--- src/rtl/sprite_palette_bank.sv ---
// Sprite palette bank: runtime-writable multi-bank colour palette with a
// pipelined index-to-RGB lookup, a transparent index and a hit-flash effect
// that blinks opaque pixels white on odd flash counts.
module sprite_palette_bank #(
   parameter  int IDX_W        = 4,
   parameter  int BANKS        = 4,
   parameter  int CH_W         = 4,
   parameter  int TRANSP_IDX   = 15,
   parameter  int FLASH_FRAMES = 8,
   localparam int BSEL_W       = $clog2(BANKS)
) (
   input  logic                Clk,
   input  logic                Reset_n,
   input  logic                in_valid,
   input  logic [IDX_W-1:0]    in_index,
   input  logic [BSEL_W-1:0]   bank_sel,
   input  logic                wr_en,
   input  logic [BSEL_W-1:0]   wr_bank,
   input  logic [IDX_W-1:0]    wr_idx,
   input  logic [3*CH_W-1:0]   wr_data,
   input  logic                frame_tick,
   input  logic                flash_start,
   output logic                out_valid,
   output logic                out_opaque,
   output logic [CH_W-1:0]     red,
   output logic [CH_W-1:0]     green,
   output logic [CH_W-1:0]     blue,
   output logic                flash_active
);

   localparam int                ENTRIES    = 2 ** IDX_W;
   localparam int                RGB_W      = 3 * CH_W;
   localparam logic [IDX_W-1:0]  TRANSP_V   = IDX_W'(TRANSP_IDX);
   localparam logic [7:0]        FLASH_LOAD = 8'(FLASH_FRAMES);

   typedef enum logic {
      ST_IDLE  = 1'b0,
      ST_FLASH = 1'b1
   } flash_state_e;

   // Palette storage, one register per entry so it clears on reset.
   logic [RGB_W-1:0] pal_q [BANKS][ENTRIES];

   // Request capture rank and stage-1 rank.  The extra capture rank lets a
   // palette write committed one edge after the request still be seen by the
   // stage-2 read, while a write on the output edge itself is not.
   logic              req_valid_q;
   logic [IDX_W-1:0]  req_idx_q;
   logic [BSEL_W-1:0] req_bank_q;
   logic              s1_valid_q;
   logic [IDX_W-1:0]  s1_idx_q;
   logic [BSEL_W-1:0] s1_bank_q;

   // Stage-2 output registers.
   logic              out_valid_q,  out_valid_d;
   logic              out_opaque_q, out_opaque_d;
   logic [RGB_W-1:0]  out_rgb_q,    out_rgb_d;

   // Flash FSM: the state mirrors whether the down-counter is non-zero.
   flash_state_e      state_q, state_d;
   logic [7:0]        cnt_q,   cnt_d;

   // Palette write port; one entry per cycle, writes ignored in reset.
   always_ff @(posedge Clk or negedge Reset_n) begin
      if (!Reset_n) begin
         for (int b = 0; b < BANKS; b++) begin
            for (int e = 0; e < ENTRIES; e++) begin
               pal_q[b][e] <= '0;
            end
         end
      end else if (wr_en) begin
         pal_q[wr_bank][wr_idx] <= wr_data;
      end
   end

   // Request capture and stage-1 registers; reset drops in-flight pixels.
   always_ff @(posedge Clk or negedge Reset_n) begin
      if (!Reset_n) begin
         req_valid_q <= 1'b0;
         req_idx_q   <= '0;
         req_bank_q  <= '0;
         s1_valid_q  <= 1'b0;
         s1_idx_q    <= '0;
         s1_bank_q   <= '0;
      end else begin
         req_valid_q <= in_valid;
         req_idx_q   <= in_index;
         req_bank_q  <= bank_sel;
         s1_valid_q  <= req_valid_q;
         s1_idx_q    <= req_idx_q;
         s1_bank_q   <= req_bank_q;
      end
   end

   // Stage-2 lookup: transparent index forces black/clear, odd flash count whitens.
   always_comb begin
      out_valid_d  = s1_valid_q;
      out_opaque_d = 1'b0;
      out_rgb_d    = '0;
      if (s1_valid_q && (s1_idx_q != TRANSP_V)) begin
         out_opaque_d = 1'b1;
         if ((state_q == ST_FLASH) && cnt_q[0]) begin
            out_rgb_d = '1;
         end else begin
            out_rgb_d = pal_q[s1_bank_q][s1_idx_q];
         end
      end
   end

   // Stage-2 output register.
   always_ff @(posedge Clk or negedge Reset_n) begin
      if (!Reset_n) begin
         out_valid_q  <= 1'b0;
         out_opaque_q <= 1'b0;
         out_rgb_q    <= '0;
      end else begin
         out_valid_q  <= out_valid_d;
         out_opaque_q <= out_opaque_d;
         out_rgb_q    <= out_rgb_d;
      end
   end

   // Flash next-state: a start pulse always reloads (and beats a same-cycle
   // tick); ticks only count down while flashing.
   always_comb begin
      cnt_d = cnt_q;
      if (flash_start) begin
         cnt_d = FLASH_LOAD;
      end else if (frame_tick && (state_q == ST_FLASH)) begin
         cnt_d = cnt_q - 8'd1;
      end
      state_d = (cnt_d != 8'd0) ? ST_FLASH : ST_IDLE;
   end

   // Flash state and counter registers.
   always_ff @(posedge Clk or negedge Reset_n) begin
      if (!Reset_n) begin
         state_q <= ST_IDLE;
         cnt_q   <= 8'd0;
      end else begin
         state_q <= state_d;
         cnt_q   <= cnt_d;
      end
   end

   assign out_valid    = out_valid_q;
   assign out_opaque   = out_opaque_q;
   assign red          = out_rgb_q[3*CH_W-1:2*CH_W];
   assign green        = out_rgb_q[2*CH_W-1:CH_W];
   assign blue         = out_rgb_q[CH_W-1:0];
   assign flash_active = (state_q == ST_FLASH);

endmodule

--- config.mk ---
export PLATFORM = sky130hd
export DESIGN_NAME = sprite_palette_bank
export DESIGN_NICKNAME = d
export VERILOG_FILES = /design/src/rtl/sprite_palette_bank.sv
export SDC_FILE = /design/constraint.sdc
export NUM_CORES = 1
export LEC_CHECK = 0
export BUFFER_PORTS_ARGS = -buffer_cell sky130_fd_sc_hd__buf_2
export CORE_ASPECT_RATIO = 0.5
export CORE_MARGIN = 1
export CORE_UTILIZATION = 50
export CTS_CLUSTER_SIZE = 14
export DETAILED_ROUTE_END_ITERATION = 12
export GPL_TIMING_DRIVEN = 0
export MAX_ROUTING_LAYER = met4
export PLACE_DENSITY = 0.66
export REMOVE_ABC_BUFFERS = 1
export SLEW_MARGIN = 20
export SYNTH_ARGS = -nofsm -noshare
export SYNTH_HDL_FRONTEND = slang
export SYNTH_SLANG_ARGS = --single-unit
--- constraint.sdc ---
create_clock -name Clk -period 3.15 [get_ports Clk]
set_input_delay 0.63 -clock Clk [delete_from_list [all_inputs] [get_ports Clk]]
set_output_delay 0.63 -clock Clk [all_outputs]
set_load 0.02 [all_outputs]
# ---- Word level (Yosys, flattened, before mapping)
# Cells that the tools add are included.
dict set report op_classes {
  n_addsub 1
  n_mul 0
  n_div 0
  n_lt_le_gt_ge 6
  eq_ne 1
  shifts 0
  mux 17
  bitwise_logic 4
  reduce_logical 6
}
# cell count
set ops {}
lappend ops {{768-bit bitwise mux} 1}
lappend ops {{192-bit two-way mux} 3}
lappend ops {{192-bit binary-select mux with 2-bit select} 1}
lappend ops {{192-bit demux with 2-bit select} 1}
lappend ops {{12-bit two-way mux} 5}
lappend ops {{12-bit binary-select mux with 4-bit select} 1}
lappend ops {{12-bit demux with 4-bit select} 1}
lappend ops {{8-bit two-way mux} 2}
lappend ops {{5-bit >= comparator (second input constant)} 2}
lappend ops {{4-bit inverter with 5-bit output} 2}
lappend ops {{8-bit nonzero test} 1}
lappend ops {{8-bit by 1-bit subtractor with 8-bit output (second input constant)} 1}
lappend ops {{3-bit >= comparator (second input constant)} 2}
lappend ops {{2-bit inverter with 3-bit output} 2}
lappend ops {{1-bit logical AND} 5}
lappend ops {{5-bit by 1-bit < comparator with 1-bit output (second input constant)} 1}
lappend ops {{4-bit inequality test (second input constant)} 1}
lappend ops {{3-bit by 1-bit < comparator with 1-bit output (second input constant)} 1}
lappend ops {{1-bit two-way mux} 2}
dict set report totals {
  regBits 805
  latchBits 0
  mem_bits_rw 0
  romBits 0
  inputBits 30
  output_inout_bits 15
  n_memories 0
}

# ---- Depth between registers and ports, before layout
dict set report logic_depth {
  depth_word 9
  depth_mapped 10
  mapped_depth_nobuf 7
}

# ---- Worst setup path after synthesis
# OpenSTA, ideal clock, no wires.
dict set report synth_timing {
  kind {register to register}
  from {register s1_bank_q[0]}
  to {register out_rgb_q[8]}
  setup_time_ps 131
  arrival_time_ps 2181
  required_ps 3019
  setup_slack_ps 838
  stages_incl_launch_ff 9
  period_less_slack_ps 2312
  path_cell_list {dfrtp_1 > buf_6 > buf_8 > buf_4 > buf_4 > mux4_2 > a22oi_1 > a21oi_1 > or3_1}
}
dict set report synth_between {
  elab_chain_len 9
}
# element line
set synth_lines {}
lappend synth_lines {{start, declared} 52} ;# logic [BSEL_W-1:0] s1_bank_q;
lappend synth_lines {{start signal, assigned} 91} ;# s1_bank_q <= req_bank_q;
lappend synth_lines {{2-bit inverter with 3-bit output (implied by the code)} 105} ;# out_rgb_d = pal_q[s1_bank_q][s1_idx_q];
lappend synth_lines {{192-bit binary-select mux with 2-bit select} 105}
lappend synth_lines {{192-bit two-way mux (implied by the code) (2 in a row)} 105}
lappend synth_lines {{12-bit binary-select mux with 4-bit select} 105}
lappend synth_lines {{12-bit two-way mux (implied by the code) (2 in a row)} 105}
lappend synth_lines {{12-bit two-way mux} 102} ;# if ((state_q == ST_FLASH) && cnt_q[0]) begin
lappend synth_lines {{12-bit two-way mux} 100} ;# if (s1_valid_q && (s1_idx_q != TRANSP_V)) begin
lappend synth_lines {{via out_rgb_d[8]} 57} ;# logic [RGB_W-1:0] out_rgb_q, out_rgb_d;
lappend synth_lines {{end signal, assigned} 119} ;# out_rgb_q <= out_rgb_d;
lappend synth_lines {{end, declared} 57}
# The timed path passes the listed nets, and every way through them passes these cells. The select of a mux whose other input is x is not followed.
# A chain may end at the register's enable or synchronous reset.

# ---- Final worst setup path
dict set report layout_timing {
  from {register s1_idx_q[1]}
  to {register out_rgb_q[6]}
}
dict set report layout_between {
  elab_chain_len 6
  word_cells_on_any_way 8
  cone_classes {eq/ne: 1; mux: 5; bitwise: 1; reduce/logical: 1}
}
# element line
set layout_lines {}
lappend layout_lines {{start, declared} 51} ;# logic [IDX_W-1:0] s1_idx_q;
lappend layout_lines {{start signal, assigned} 90} ;# s1_idx_q <= req_idx_q;
lappend layout_lines {{4-bit inverter with 5-bit output (implied by the code)} 105}
lappend layout_lines {{12-bit binary-select mux with 4-bit select} 105}
lappend layout_lines {{12-bit two-way mux (implied by the code) (2 in a row)} 105}
lappend layout_lines {{12-bit two-way mux} 102}
lappend layout_lines {{12-bit two-way mux (*)} 100}
lappend layout_lines {{via out_rgb_d[6]} 57}
# The timed path passes the listed nets; every way through them passes the cells marked *. The select of a mux whose other input is x is not followed.

==> impl_metrics.py <==
metrics = {
    "status": {
        "run_status": "finished clean",
    },
    "worst_setup_path": {
        "reg2reg_setup_slack_ns": 0.10,
        "worst_r2r_startpoint": "s1_idx_q[1]",
        "timing.rr.end": "out_rgb_q[6]",
        "startpoint": "s1_idx_q[1]",
        "r2r.worst_path.cells": 6,
        "critical_path.n_buffers_inverters": 1,
        "timing.critical_path.to_type": "flip-flop",
        "slowest_delay_ns": 0.74,
        "crit_path_max_fanout": 45,
        "crit_cells": 6,
        "startpoint_type": "flip-flop",
        "crit_slowest_cell": "nor2_1",
        "crit_path_cell_trace": "buf_16 > nor2_1 > a22oi_1 > nand3_1 > a21oi_1 > or3_1",
        "worst_path_dominant_cell_family": "simple AND/OR/NAND/NOR gates",
        "timing_worst_setup_path_type": "reg2reg",
        "setup.worst_path.end": "out_rgb_q[6]",
        "crit_arrival_ns": 3.53,
        "crit_required_ns": 3.63,
    },
    "route": {
        "dr.first_iter.drc_count": 1339,
        "drtAntennaViolNets": 0,
        "detail_route.wirelength_mm": 84.9,
        "via_count": 20100,
        "drt_pass1_iterations": 5,
        "routed_via_density": 6.03,
        "drcViolationCount": 0,
        "wire_per_inst_um": 25.5,
    },
    "global_routing": {
        "grt_first_pass_wirelength_mm": 131,
        "grt_antenna_before_repair": 3,
        "first_global_vias": 20600,
        "grt_use_total_pct": 24.4,
        "grt_max_degree": 139,
        "remaining_global_route_overflow": 0,
    },
    "sta": {
        "period_minus_slack_ns": 3.05,
        "tightest_slew_ns": 1.15,
        "final_period_utilization_pct": 96.7,
        "clock_skew_ns": 0.0249,
        "timing.fmax_ghz": 0.328,
        "tns_ns": 0,
        "final-max-slew-violation-count": 0,
        "setup-violations-final": 0,
        "rsz0062_at_grt": "no",
        "timing_hold_violations_final": 0,
        "post-route-worst-setup-slack_ns": 0.103,
        "max-slew-margin-rel_pct": 23.0,
    },
    "die": {
        "num_rows": 69,
        "die_x_um": 384,
        "die_h_um": 193,
        "initial_utilization_pct": 50.9,
        "fp.dieArea_um2": 74000,
        "coreArea_um2": 71500,
        "floorplan.io_pins": 45,
    },
    "synthesis": {
        "syn-mean-instance-area_um2": 15.2,
        "yosys_warnings": 0,
        "synthesis.instances": 2397,
        "yosysTopAreaCell": "dfrtp_1",
        "synth.lib_cells_used.distinct": 50,
        "ys_seq_elements": 805,
        "synth_top_cell_area_share_pct": 55.3,
        "synth_async_sr_flop_share_pct": 100,
        "synth_ff_type": "dfrtp_1",
        "synth-seq-area-share_pct": 55.3,
        "post_synth_main_area_contributors": "dfrtp_1, mux2_2, mux4_2",
        "number_of_flops_mapped_to_enable_cells_by_yosys": 0,
        "mappedNetlistArea_um2": 36400,
    },
    "power_and_ir_drop": {
        "combPwrFrac_pct": 13.3,
        "pwr-share-seq_pct": 50.5,
        "irDropWorstVdd_v": 0.000337,
        "power_frac_clock_pct": 36.1,
        "total_power_uw": 24500,
        "sw_frac_of_total_pct": 24.6,
        "p_leak_uw": 0.0185,
        "p_int_uw": 18500,
        "power_per_cell_area_nw_per_um2": 613,
        "p_sw_uw": 6020,
    },
    "cts": {
        "htree_num_levels": 3,
        "cts.path.max_buffers": 3,
        "clock-root-buffer": "clkbuf_16",
        "tritoncts_num_sinks": 805,
        "clkTransAtPathRegs_ns": 0.06,
        "tritoncts": "done",
        "numCtsBuffers": 74,
        "clock_latency_ns": 0.63,
    },
    "placed_design": {
        "post_place_cells": 3193,
        "routabilityCongestion": 0.778,
        "dp.final_hpwl_mm": 51.2,
        "buffer_ports.inserted": 44,
        "post-place-ws_ns": -0.444,
    },
    "cells_and_area": {
        "drive_gt1_share_pct": 49.0,
        "synthToLayoutAreaGrowth_pct": 9.73,
        "layout.cells.most_common_list": "dfrtp_1, mux2_2, mux4_2",
        "most_common_library_cell_in_the_layout_ignoring_fill_and_taps": "dfrtp_1",
        "n_fill_cell": 5789,
        "final_cell_count_no_fill": 3328,
        "multiInputGateArea_um2": 15300,
        "final_nets": 2347,
        "sequential_area_um2": 20200,
    },
    "min_path": {
        "worstHoldPathType": "in2reg",
    },
    "job": {
        "max_cap_viols": 0,
    },
}
## routing by layer
layer / up-vias / global-route usage, % / wire length, µm
li1: 8683 / - / -
met1: 10900 / 35.9 / 41200
met2: 411 / 35.0 / 37700
met3: 116 / 4.96 / 4500
met4: 0 / 5.38 / 1610
met5: - / - / 0
## flip-flops by register name, summed over array words and instances, names as in the netlist
| register | count |
|---|---|
| out_valid_d | 1 |
| req_valid_q | 1 |
| out_valid | 1 |
| cnt_q | 8 |
| out_rgb_q | 12 |
| s1_idx_q | 4 |
| pal_q | 768 |
| flash_active | 1 |
| req_idx_q | 4 |
| s1_bank_q | 2 |
| out_opaque | 1 |
| req_bank_q | 2 |
## worst reg2reg max path, cell delays in order, from the launching register on
cell     delay (ns)
dfrtp_4        0.67
buf_16         0.29
nor2_1         0.80
a22oi_1        0.24
nand3_1        0.27
a21oi_1        0.18
or3_1          0.46
## per-stage QoR
stage               utilization [%]  hold slack [ns]  area (µm²)
floorplan                         -            0.331       35400
global placement               51.5            0.332       36800
detailed placement             52.5            0.336       37500
CTS                            55.8           0.0701       39900
global route                   55.9           0.0765       39900
finish                         55.9            0.102       39900
## synth_stat cells (3+ instances only)
cell type  count
dfrtp_1      805
mux2_2       764
clkbuf_1     180
mux4_2       170
mux2i_1       79
nand2_1       65
nor2_1        35
a211oi_1      33
a22oi_1       32
a21oi_1       26
nor2b_1       26
buf_2         17
nand3_1       15
buf_1         14
or3_1         12
a2111oi_0     11
o22ai_1       11
buf_6         10
nand2b_1       8
buf_4          7
nor3_1         7
clkinv_1       6
mux2_1         6
inv_2          5
nand3b_1       5
or2_2          5
inv_1          4
o21ai_0        4
or4_1          4
xnor2_1        4
nand4_1        3
## worst min path at each step
stage,start,end,slack (ns),cells past startpoint
global placement,req_valid_q,out_valid_d,0.33,0
finish,in_valid,req_valid_q,0.10,1
floorplan,Reset_n,cnt_q[0],0.33,0
detailed placement,req_idx_q[1],s1_idx_q[1],0.34,0
global route,in_index[2],req_idx_q[2],0.08,1
CTS,bank_sel[1],req_bank_q[1],0.07,1
## layout make-up
class	count	share of cell area [%]
clock buffers	112	5.45
multi-input cells	1348	38.4
inverters	15	0.141
clock inverters	16	0.373
diodes	2	0.0125
well taps	958	3.00
flip-flops and latches	805	50.5
repair buffers	72	2.14
## power groups by stage
stage	logic, µW	clock network [µW]	registers (µW)
after global routing	3550	9470	12500
after CTS	3300	9050	12400
after global placement	3090	0	12700
final	3270	8850	12400
after detailed placement	3260	0	12600
after floorplan	2230	0	12400
## cell families (layout without fill, tap and decap cells)
group / Yosys count / after routing / share of synthesized area [%]
adders and majority gates: 1 / 1 / 0.0344
DFF: 805 / 805 / 55.3
other: 0 / 2 / 0
and+or+nand+nor: 197 / 197 / 2.71
AOI/OAI and AO/OA: 126 / 126 / 2.40
xor gates and xnor gates: 5 / 5 / 0.120
buffers and inverters: 244 / 215 / 2.88
muxes: 1019 / 1019 / 36.5
## what timing repair did
item                                   in CTS  in global routing
endpoints found under the hold margin       2                  0
gates resized for setup                    16                  1
setup endpoints to repair                  12                  2
hold buffers                                1                  0
setup buffers                               2                  2
Power figures use the tool's default switching activity.
